$ cat config.mk
export PLATFORM = sky130hd
export DESIGN_NAME = regfile_wb_arbiter
export DESIGN_NICKNAME = d
export VERILOG_FILES = /design/src/rtl/regfile_wb_arbiter.sv
export SDC_FILE = /design/constraint.sdc
export NUM_CORES = 1
export LEC_CHECK = 0
export ABC_AREA = 1
export CAP_MARGIN = 5
export CORE_MARGIN = 5
export CORE_UTILIZATION = 25
export CTS_BUF_LIST = sky130_fd_sc_hd__clkbuf_4 sky130_fd_sc_hd__clkbuf_8
export DETAILED_ROUTE_END_ITERATION = 12
export HOLD_SLACK_MARGIN = 0.05
export PLACE_DENSITY = 0.52
export SKIP_LAST_GASP = 1
export SLEW_MARGIN = 20
export SYNTH_ARGS = -nofsm -noshare
export SYNTH_HDL_FRONTEND = slang
export SYNTH_SLANG_ARGS = --single-unit
$ cat constraint.sdc
create_clock -name clk -period 3.8 [get_ports clk]
set_input_delay 0.76 -clock clk [delete_from_list [all_inputs] [get_ports clk]]
set_output_delay 0.76 -clock clk [all_outputs]
set_load 0.02 [all_outputs]
$ cat src/rtl/regfile_wb_arbiter.sv
// regfile_wb_arbiter: shares the regfile write port between two writeback requesters
//
// Requester A (ALU) and B (load) each feed a DEPTH-entry FIFO. A round-robin
// arbiter drains one head per cycle into a registered write stage, and the
// pending entries are compared against the decode read addresses to raise hazards.
//
// Ports:
//   clk                          rising-edge clock
//   rst                          asynchronous reset, active-low
//   a_valid/a_ready/a_addr/a_data  requester A write handshake
//   b_valid/b_ready/b_addr/b_data  requester B write handshake
//   wr_en/wr_addr/wr_data        regfile write port
//   chk_addr1/chk_addr2          decode read addresses
//   hazard1/hazard2              read address has a pending write
//   idle                         nothing queued and no write in flight
//   fwd1_valid/fwd1_data,
//   fwd2_valid/fwd2_data         unique pending match and its data
//                                (only when REGFILE_WB_FWD_EN is defined)
module regfile_wb_arbiter #(
    parameter int ADDR_W = 5,
    parameter int DATA_W = 32,
    parameter int DEPTH  = 2
) (
    input  logic              clk,
    input  logic              rst,
    input  logic              a_valid,
    output logic              a_ready,
    input  logic [ADDR_W-1:0] a_addr,
    input  logic [DATA_W-1:0] a_data,
    input  logic              b_valid,
    output logic              b_ready,
    input  logic [ADDR_W-1:0] b_addr,
    input  logic [DATA_W-1:0] b_data,
    output logic              wr_en,
    output logic [ADDR_W-1:0] wr_addr,
    output logic [DATA_W-1:0] wr_data,
    input  logic [ADDR_W-1:0] chk_addr1,
    input  logic [ADDR_W-1:0] chk_addr2,
    output logic              hazard1,
    output logic              hazard2,
    output logic              idle
`ifdef REGFILE_WB_FWD_EN
    ,
    output logic              fwd1_valid,
    output logic [DATA_W-1:0] fwd1_data,
    output logic              fwd2_valid,
    output logic [DATA_W-1:0] fwd2_data
`endif
);
    localparam int PW = $clog2(DEPTH);
    localparam int CW = PW + 1;
    localparam int NC = 2 * DEPTH + 1;

    logic [ADDR_W-1:0] a_am [DEPTH];
    logic [DATA_W-1:0] a_dm [DEPTH];
    logic [ADDR_W-1:0] b_am [DEPTH];
    logic [DATA_W-1:0] b_dm [DEPTH];
    logic [PW-1:0]     a_wp, a_rp, b_wp, b_rp;
    logic [CW-1:0]     a_cnt, b_cnt;
    logic              rr_a;
    logic              a_push, b_push, a_pop, b_pop;

    logic              cv [NC];
    logic [ADDR_W-1:0] ca [NC];
`ifdef REGFILE_WB_FWD_EN
    logic [DATA_W-1:0] cd [NC];
`endif

    assign a_ready = a_cnt != CW'(DEPTH);
    assign b_ready = b_cnt != CW'(DEPTH);
    assign a_push  = a_valid && a_ready;
    assign b_push  = b_valid && b_ready;
    // rr_a set means A wins a tie; a lone non-empty FIFO always wins
    assign a_pop   = (a_cnt != '0) && (rr_a || b_cnt == '0);
    assign b_pop   = (b_cnt != '0) && !a_pop;
    assign idle    = (a_cnt == '0) && (b_cnt == '0) && !wr_en;

    // Storage needs no reset: only entries below the count are ever observed
    always_ff @(posedge clk) begin
        if (a_push) begin
            a_am[a_wp] <= a_addr;
            a_dm[a_wp] <= a_data;
        end
        if (b_push) begin
            b_am[b_wp] <= b_addr;
            b_dm[b_wp] <= b_data;
        end
    end

    always_ff @(posedge clk or negedge rst) begin
        if (!rst) begin
            a_wp    <= '0;
            a_rp    <= '0;
            a_cnt   <= '0;
            b_wp    <= '0;
            b_rp    <= '0;
            b_cnt   <= '0;
            rr_a    <= 1'b1;
            wr_en   <= 1'b0;
            wr_addr <= '0;
            wr_data <= '0;
        end else begin
            a_wp  <= a_wp + PW'(a_push);
            a_rp  <= a_rp + PW'(a_pop);
            a_cnt <= a_cnt + CW'(a_push) - CW'(a_pop);
            b_wp  <= b_wp + PW'(b_push);
            b_rp  <= b_rp + PW'(b_pop);
            b_cnt <= b_cnt + CW'(b_push) - CW'(b_pop);
            if (a_pop)
                rr_a <= 1'b0;
            else if (b_pop)
                rr_a <= 1'b1;
            wr_en <= a_pop || b_pop;
            if (a_pop) begin
                wr_addr <= a_am[a_rp];
                wr_data <= a_dm[a_rp];
            end else if (b_pop) begin
                wr_addr <= b_am[b_rp];
                wr_data <= b_dm[b_rp];
            end
        end
    end

    // Flatten every pending entry (both FIFOs plus the write stage) into one list
    always_comb begin
        for (int k = 0; k < DEPTH; k++) begin
            cv[k]         = CW'(k) < a_cnt;
            ca[k]         = a_am[a_rp + PW'(k)];
            cv[k + DEPTH] = CW'(k) < b_cnt;
            ca[k + DEPTH] = b_am[b_rp + PW'(k)];
`ifdef REGFILE_WB_FWD_EN
            cd[k]         = a_dm[a_rp + PW'(k)];
            cd[k + DEPTH] = b_dm[b_rp + PW'(k)];
`endif
        end
        cv[NC-1] = wr_en;
        ca[NC-1] = wr_addr;
`ifdef REGFILE_WB_FWD_EN
        cd[NC-1] = wr_data;
`endif
    end

    // A forward is valid on the first match and withdrawn by any further match
    always_comb begin
        hazard1 = 1'b0;
        hazard2 = 1'b0;
`ifdef REGFILE_WB_FWD_EN
        fwd1_valid = 1'b0;
        fwd1_data  = '0;
        fwd2_valid = 1'b0;
        fwd2_data  = '0;
`endif
        for (int k = 0; k < NC; k++) begin
            if (cv[k] && ca[k] == chk_addr1) begin
`ifdef REGFILE_WB_FWD_EN
                fwd1_valid = !hazard1;
                fwd1_data  = cd[k];
`endif
                hazard1 = 1'b1;
            end
            if (cv[k] && ca[k] == chk_addr2) begin
`ifdef REGFILE_WB_FWD_EN
                fwd2_valid = !hazard2;
                fwd2_data  = cd[k];
`endif
                hazard2 = 1'b1;
            end
        end
    end
endmodule

Yosys cells after proc, flatten, opt, wreduce, memory -nomap -nowiden

Memory sizes are Yosys's and may differ from the RTL's.
Cells that the tools add are included.
Widths: inputs -> output; s select.

$add $sub $neg: 10
$mul: 0
Divide/modulo/power cells: 0
$lt $le $gt $ge: 4
Eq/ne operators: 12
Shift-type cells: 0
Muxes and demuxes: 20
Bitwise gates (word level): 0
Reduce and logical (&&, ||, !) cells: 25

Operator list:

| operator            | number |
|---|---|
| $mux 32             | 2 |
| $eq 5x5->1          | 10 |
| $logic_and 1x1->1   | 16 |
| $mux 1              | 16 |
| $mux 5              | 2 |
| $lt 1x2->1 const A  | 4 |
| $reduce_bool 2->1   | 3 |
| $add 1x1->1         | 4 |
| $add 2x1->2         | 2 |
| $logic_not 2->1     | 2 |
| $ne 2x2->1 const B  | 2 |
| $sub 2x1->2         | 2 |
| $add 1x1->1 const B | 2 |
| $logic_not 1->1     | 2 |
| $logic_or 1x1->1    | 2 |

Register bits: 47
Bits in latches: 0
RAM bits: 148
ROM bits: 0
Input bits: 88
Output and inout bits: 43
Logic and storage cells: 85
Memories: 4

Memory list:

| memory | words | width | read ports | clocked after memory_dff | wr ports | RTL line | source |
|---|---|---|---|---|---|---|---|
| a_dm   | 2     | 32    | 1          | 0                        | 1        | 55       | `logic [DATA_W-1:0] a_dm [DEPTH];` |
| b_dm   | 2     | 32    | 1          | 0                        | 1        | 57       | `logic [DATA_W-1:0] b_dm [DEPTH];` |
| a_am   | 2     | 5     | 2          | 0                        | 1        | 54       | `logic [ADDR_W-1:0] a_am [DEPTH];` |
| b_am   | 2     | 5     | 2          | 0                        | 1        | 56       | `logic [ADDR_W-1:0] b_am [DEPTH];` |

Longest topological paths before layout

An unclocked memory read counts as a cell.

Word-level depth: 8
Mapped depth: 12
Mapped depth without buffers: 10

Worst setup path after synthesis

OpenSTA, ideal clock, no wires.

Path type: input port to output port
Start: in chk_addr1[3]
End: out hazard1
Arrival: 1572 ps
Data required time: 3040 ps
Setup slack: 1468 ps
Stages: 9
Buffers on the path: 1
Path through: clkbuf_1 -> inv_1 -> nand2_1 -> nand2_1 -> nor2_1 -> nand2_1 -> nor2_1 -> nor2_1 -> nand2_1

Cells in the longest elaborated chain, start to end: 7
Elaborated cells between the ends (all ways): 15
Classes of those cells: eq/ne (5); mux (5); reduce/logical (5)

Ends and longest elaborated chain:

| item                 | RTL line | source |
|---|---|---|
| start, declared      | 37       | `input logic [ADDR_W-1:0] chk_addr1,` |
| $eq 5x5->1           | 154      | `if (cv[k] && ca[k] == chk_addr1) begin` |
| $logic_and 1x1->1    | 154      |  |
| $mux 1 (4 in series) | 154      |  |
| $mux 1 (*)           | 154      |  |
| end, declared        | 39       | `output logic hazard1,` |

Every way passes the cells marked *; elsewhere a longest branch is shown, timed or not.

Final worst setup path

Start: in chk_addr2[0]
End: out hazard2

Cells in the longest elaborated chain, start to end: 7
Elaborated cells between the ends (all ways): 15
Classes of those cells: eq/ne (5); mux (5); reduce/logical (5)

Ends and longest elaborated chain:

| item                 | RTL line | source |
|---|---|---|
| start, declared      | 38       | `input logic [ADDR_W-1:0] chk_addr2,` |
| $eq 5x5->1           | 161      | `if (cv[k] && ca[k] == chk_addr2) begin` |
| $logic_and 1x1->1    | 161      |  |
| $mux 1 (4 in series) | 161      |  |
| $mux 1 (*)           | 161      |  |
| end, declared        | 40       | `output logic hazard2,` |

Marks and branches as above.

==> flow_metrics.py <==
metrics = {
    "setup_path": {
        "worstPathRequired_ns": 3.04,
        "reg2reg_setup_slack_ns": 1.07,
        "crit_fanout": 7,
        "critPathCaptureType": "output pin",
        "cp-start-kind": "primary input",
        "arrival_ns": 2.81,
        "path_class": "primary input to output pin",
    },
    "route": {
        "drt_pass1_iterations": 5,
        "avgViaCountPerCell": 4.399,
        "dr_total_vias": 6202,
        "drtAntennaViolNets": 0,
        "drc": 0,
        "first_iter_violations": 314,
        "avgRoutedWirePerCell_um": 17.21,
        "drt_wl_total_um": 24270,
    },
    "placed_design": {
        "placed_area_um2": 10500,
        "io_buffers": 130,
        "hpwl_um": 16880,
        "routabilityCongestion": 0.8594,
        "post-place-cells": 1378,
    },
    "outcome": {
        "outcome": "finished clean",
    },
    "sta": {
        "fmax_mhz": 279.7,
        "whs_ns": 0.4017,
        "tns_ns": 0,
        "period_needed_ns": 3.575,
        "finalHoldViolCount": 0,
        "slew_headroom": 0.3855,
        "worstMarginPinSlew_ns": 0.9217,
        "skew_ns": 0.02408,
        "period_share": 0.9407,
        "setup_viol": 0,
        "drv_slew": 0,
        "rsz0062_at_grt": "false",
    },
    "clocking": {
        "cts-root-buf": "clkbuf_8",
        "clk_pin_slew_ns": 0.12,
        "cts_htree_levels": 4,
        "cts-buffers-inserted": 17,
        "tritoncts": "built",
        "clk_latency_ns": 0.48,
        "cts_sinks": 195,
        "clockBufferDepth": 2,
    },
    "layout": {
        "layout.cells.non_filler": 1410,
        "n_fill_cell": 3555,
        "fin_nets": 1038,
        "most-common-layout-cells": "nand2_1 (246), edfxtp_1 (148), clkdlybuf4s50_1 (129)",
        "final_common_cell": "nand2_1",
        "diodes": 0,
        "syn2layout_area_growth_pct": 26.73,
        "finalInstanceArea_um2": 10950,
        "drive_above_1_share": 0.08901,
    },
    "grt": {
        "antenna_found_initial": 3,
        "grt_max_degree": 48,
        "grt_pass1_vias": 6342,
        "grt.overflow.total": 0,
        "track_usage": 0.1260,
        "grt_pass1_wl_um": 36970,
    },
    "die": {
        "core-area_um2": 34370,
        "die_y_um": 195.9,
        "die_area_um2": 38380,
        "placementRows": 68,
        "start_util": 0.2513,
        "die_w_um": 195.9,
        "io_pins": 131,
    },
    "yosys": {
        "synth_seq_area_share": 0.6507,
        "yosys.area_share.simple": 0.2088,
        "syn-mean-instance-area_um2": 10.69,
        "synthAdderAreaFrac": 0.01159,
        "synth_xor_area_frac": 0.007096,
        "synth-seq-cells": 195,
        "synth.distinct_cells": 30,
        "synthCells": 808,
        "synthMuxAreaShare": 0.02433,
        "synth_top_family_by_area": "simple AND/OR/NAND/NOR gates",
        "syn-num-nets": 904,
        "synth-compound-area-share": 0.05692,
        "yosysWarnings": 0,
        "netlist_area_um2": 8640,
    },
    "pwr": {
        "power_density_nw_per_um2": 805.3,
        "power.leakage_nw": 4.407,
        "ir_drop_mv": 0.3045,
    },
    "worst_hold_path": {
        "min_path_type": "primary input to async pin",
    },
    "job": {
        "cap_violations": 0,
    },
}
==> worst paths after layout <==
kind / start / end / cells after the start
setup / recovery: chk_addr2[0] / hazard2 / 10
hold / removal: rst / b_cnt[0] / 1
setup reg to reg: b_cnt[1] / b_cnt[1] / 10
hold reg to reg: wr_data[17] / wr_data[17] / 2
max in group asynchronous: rst / rr_a / 2
min in group clk: wr_data[17] / wr_data[17] / 2
==> cell usage after synthesis <==
| library cell | n | area (µm²) |
|---|---|---|
| a21oi_1 | 2 | 10.01 |
| and2_1 | 1 | 6.260 |
| buf_2 | 19 | 95.09 |
| buf_4 | 2 | 15.01 |
| buf_6 | 3 | 33.78 |
| clkbuf_1 | 10 | 37.54 |
| dfrtp_1 | 46 | 1151 |
| dfstp_2 | 1 | 26.28 |
| edfxtp_1 | 148 | 4444 |
| ha_1 | 8 | 100.1 |
| inv_1 | 44 | 165.2 |
| inv_2 | 1 | 3.750 |
| mux2i_1 | 21 | 210.2 |
| nand2_1 | 246 | 923.4 |
| nand2_4 | 2 | 22.52 |
| nand3_1 | 100 | 500.5 |
| nor2_1 | 86 | 322.8 |
| nor2_4 | 1 | 11.26 |
| nor3_1 | 1 | 5.000 |
| o211ai_1 | 6 | 45.04 |
| o211ai_2 | 16 | 200.2 |
| o21ai_0 | 24 | 120.1 |
| o21ai_4 | 1 | 16.27 |
| o221ai_1 | 1 | 8.760 |
| o221ai_2 | 4 | 60.06 |
| o22ai_1 | 5 | 31.28 |
| or2_1 | 1 | 6.260 |
| or2_2 | 1 | 6.260 |
| xnor2_1 | 4 | 35.03 |
| xor2_1 | 3 | 26.28 |
==> per-stage QoR <==
| step | setup slack, ns | power, mW | utilization |
|---|---|---|---|
| floorplan | 1.468 | 5.965 | - |
| global route | 0.02544 | 9.500 | 0.3185 |
| detailed placement | 0.2472 | 7.567 | 0.3056 |
| finish | 0.2254 | 8.818 | 0.3185 |
| CTS | 0.06300 | 9.007 | 0.3185 |
| global placement | 0.2021 | 7.527 | 0.3056 |
==> registers in the layout, indices dropped and copies added (netlist names), 2 cells and up <==
signal,count
a_am,10
a_cnt,2
a_dm,64
b_am,10
b_cnt,2
b_dm,64
wr_addr,5
wr_data,32
==> layer usage <==
layer  global-route usage  vias to the layer above  part of all wire
li1                     -                     3015                 -
met1               0.1670                     3016              0.46
met2               0.2108                      141              0.48
met3              0.02524                       26             0.039
met4              0.03439                        4             0.016
met5                    0                        -            0.0014
==> power by group <==
part / switching [mW] / leakage [nW] / internal (mW)
combinational: 2.60 / 2.26 / 1.47
sequential: 0.322 / 1.93 / 3.01
clock: 0.897 / 0.218 / 0.524
total: 3.81 / 4.41 / 5.00
==> worst max-delay path: stages <==
cell and delay (ns):
clkdlybuf4s50_1 0.67, inv_1 0.18, nand2_1 0.10, nand2_1 0.05, nor2_1 0.13, nand3_1 0.09
nand2_1 0.07, inv_1 0.05, nand2_1 0.11, clkdlybuf4s50_1 0.62
==> layout make-up <==
class	instances	area, µm²	area share
clock buffer	17	234.0	0.02137
clock inverter	15	209.0	0.01908
inverter	45	171.4	0.01566
multi-input combinational	534	2678	0.2445
sequential	195	5624	0.5137
tap	455	569.3	0.05199
timing repair buffer	149	1464	0.1337
==> kinds of logic (layout without fill, tap and decap cells) <==
group | after synthesis | after routing
fa+ha+maj | 8 | 8
xor+xnor | 7 | 7
mux | 21 | 21
simple gates | 439 | 439
compound gates | 59 | 59
flops | 195 | 195
buf+inv | 79 | 226
==> what timing repair did <==
action                                  in CTS  in global routing
hold buffers                                 0                  0
resized for setup                            0                  2
endpoints found under the setup margin       0                  2
buffers inserted                             0                  0
(Power assumes the default switching activity.)
==> edit, RTL diff (same settings) <==
Set the parameter `DATA_W` to 48 (it was 32).
--- a/src/rtl/regfile_wb_arbiter.sv
+++ b/src/rtl/regfile_wb_arbiter.sv
@@ -19,5 +19,5 @@
 module regfile_wb_arbiter #(
     parameter int ADDR_W = 5,
-    parameter int DATA_W = 32,
+    parameter int DATA_W = 48,
     parameter int DEPTH  = 2
 ) (
Ports: changed (resized a_data, b_data and wr_data); port bits go from 131 to 179. No check against the original RTL was run, so the function may have changed too.
==> edit against the original RTL <==
Register-to-register slack improved by 0.11 ns; highest routed layer unchanged; via count rose by 32%; cell count rose by 33%; design area rose by 39%; routed wire length rose by 49%; sequential cell count rose by 80; total power rose by 49%; maximum frequency fell by 2.4%; combinational power rose by 30%; sequential share of layout area rose by 0.84 points; synthesized area rose by 34%; setup slack got worse by 0.088 ns.
==> edit: results (changes against the original RTL) <==
[routing]
met2_length_mm = 17.2  ; +48%
wl_met1_mm = 16.2  ; +44%
dr.pass1.iters = 4  ; -1
drt_iter0_drc = 388  ; +24%
vias = 8205  ; +32%
drt-wirelength-per-cell_um = 19.3  ; +12%
met3RoutedLength_mm = 1.96  ; +110%

[power]
power_switching_share_pct = 39.1  ; -4.1 points
vdd_drop_max_uv = 434  ; +43%
leakage_nw = 6.02  ; +37%

[synth]
synthTopCellsByCount = nand2_1 (301), edfxtp_1 (212), nand3_1 (118), nor2_1 (97), dfrtp_1 (62)
synth_edf_count = 212  ; +43%
async_reset_ff_share_pct = 22.9  ; -1.2 points
ys_seq_area_share_pct = 68.8  ; +3.7 points
synthTopCellsByArea = edfxtp_1 (55%), dfrtp_1 (13%), nand2_1 (9.8%)
synth_fp_nets = 1149  ; +27%
yosysUniqueCellTypes = 28  ; -6.7%

[sta]
max_slew.worst_pin.slew_ns = 0.985  ; +0.0633 ns
tns_ns = 0  ; unchanged
fin_skew_ns = 0.0306  ; +0.00651 ns

[worst_setup_path]
critical_path.max_fanout = 6  ; -1
critical_path.startpoint = chk_addr1[4]
reg2reg_depth = 8  ; -2
rr_endpoint = wr_data[46]$_DFFE_PN0P_
reg2reg_slack_ns = 1.18  ; +0.11 ns
max_stage_delay_ns = 0.64  ; -0.03 ns
cp-endpoint = hazard1
crit_arrival_ns = 2.90  ; +0.09 ns

[placement]
place_hpwl_mm = 22.6  ; +34%
place_congestion = 0.830  ; -3.4%
port_buffers = 178  ; +37%

[final_layout]
largestRegisters = a_dm x96, b_dm x96, wr_data x48
fin_nets = 1357  ; +31%
drive_gt1_share_pct = 10.1  ; +1.2 points

[global_routing]
antenna_found_initial = 5  ; +2
grt_first_pass_wirelength_mm = 53.5  ; +45%
use_met1_pct = 18.5  ; +1.7 points
met3_usage_pct = 3.58  ; +1.1 points
grt_pass1_vias = 8697  ; +37%
grt_max_degree = 68  ; +42%
grt_usage_pct = 14.0  ; +1.4 points
met2_usage_pct = 23.2  ; +2.1 points

[clocking]
path_clk_slew_ns = 0.06  ; -0.06 ns
clockBufferDepth = 3  ; +1
cts_made_buffers = 49  ; +32
clk_latency_ns = 0.62  ; +0.14 ns
ctsHtreeMaxLevel = 2  ; -2

[outcome]
status = complete, no violations

[edit: metrics by stage]
stage	area [sq um]	setup WS (ns)	hold WS [ns]	std cells
floorplan	11500	1.18	0.464	1021
global placement	14100	0.110	0.490	1774
detailed placement	14100	0.139	0.495	1774
CTS	15200	0.00226	0.186	1865
global route	15200	0.0101	0.247	1869
finish	15200	0.137	0.218	1869
[edit: kinds of logic (layout without fill, tap and decap cells)]
group / after synthesis / after routing / share of synthesized area (%)
AO/OA/AOI/OAI: 84 / 84 / 4.74
XOR/XNOR: 7 / 7 / 0.531
adder cells (fa/ha/maj): 8 / 8 / 0.867
buffers and inverters: 94 / 342 / 3.88
flip-flops: 275 / 275 / 68.8
multiplexers: 33 / 33 / 2.86
AND/OR/NAND/NOR: 520 / 520 / 18.3
[edit: layout make-up]
| cell class | instances | area (sq um) |
|---|---|---|
| Clock buffer | 75 | 907 |
| Clock inverter | 16 | 209 |
| Fill cell | 4571 | 30300 |
| Inverter | 47 | 181 |
| Multi-Input combinational cell | 652 | 3210 |
| Sequential cell | 275 | 7950 |
| Tap cell | 600 | 751 |
| Timing Repair Buffer | 204 | 2020 |
[edit: power by group through the flow]
stage          Sequential [W]  Combinational (W)  Clock (W)
2_1_floorplan         0.00497            0.00293          0
3_3_place_gp          0.00476            0.00534          0
3_5_place_dp          0.00477            0.00536          0
4_1_cts               0.00472            0.00538    0.00323
5_1_grt               0.00479            0.00587    0.00337
6_report              0.00470            0.00529    0.00313
[edit: repair_timing]
| action | in CTS | in global routing |
|---|---|---|
| hold buffers | 0 | 0 |
| buffers inserted | 0 | 4 |
| gates resized for setup | 0 | 4 |
| setup endpoints to repair | 0 | 2 |
[edit: critical path: cells and delay by family]
kind | cells | cell delay (ns)
AND/OR/NAND/NOR | 7 | 0.67
buffers and inverters | 3 | 1.45
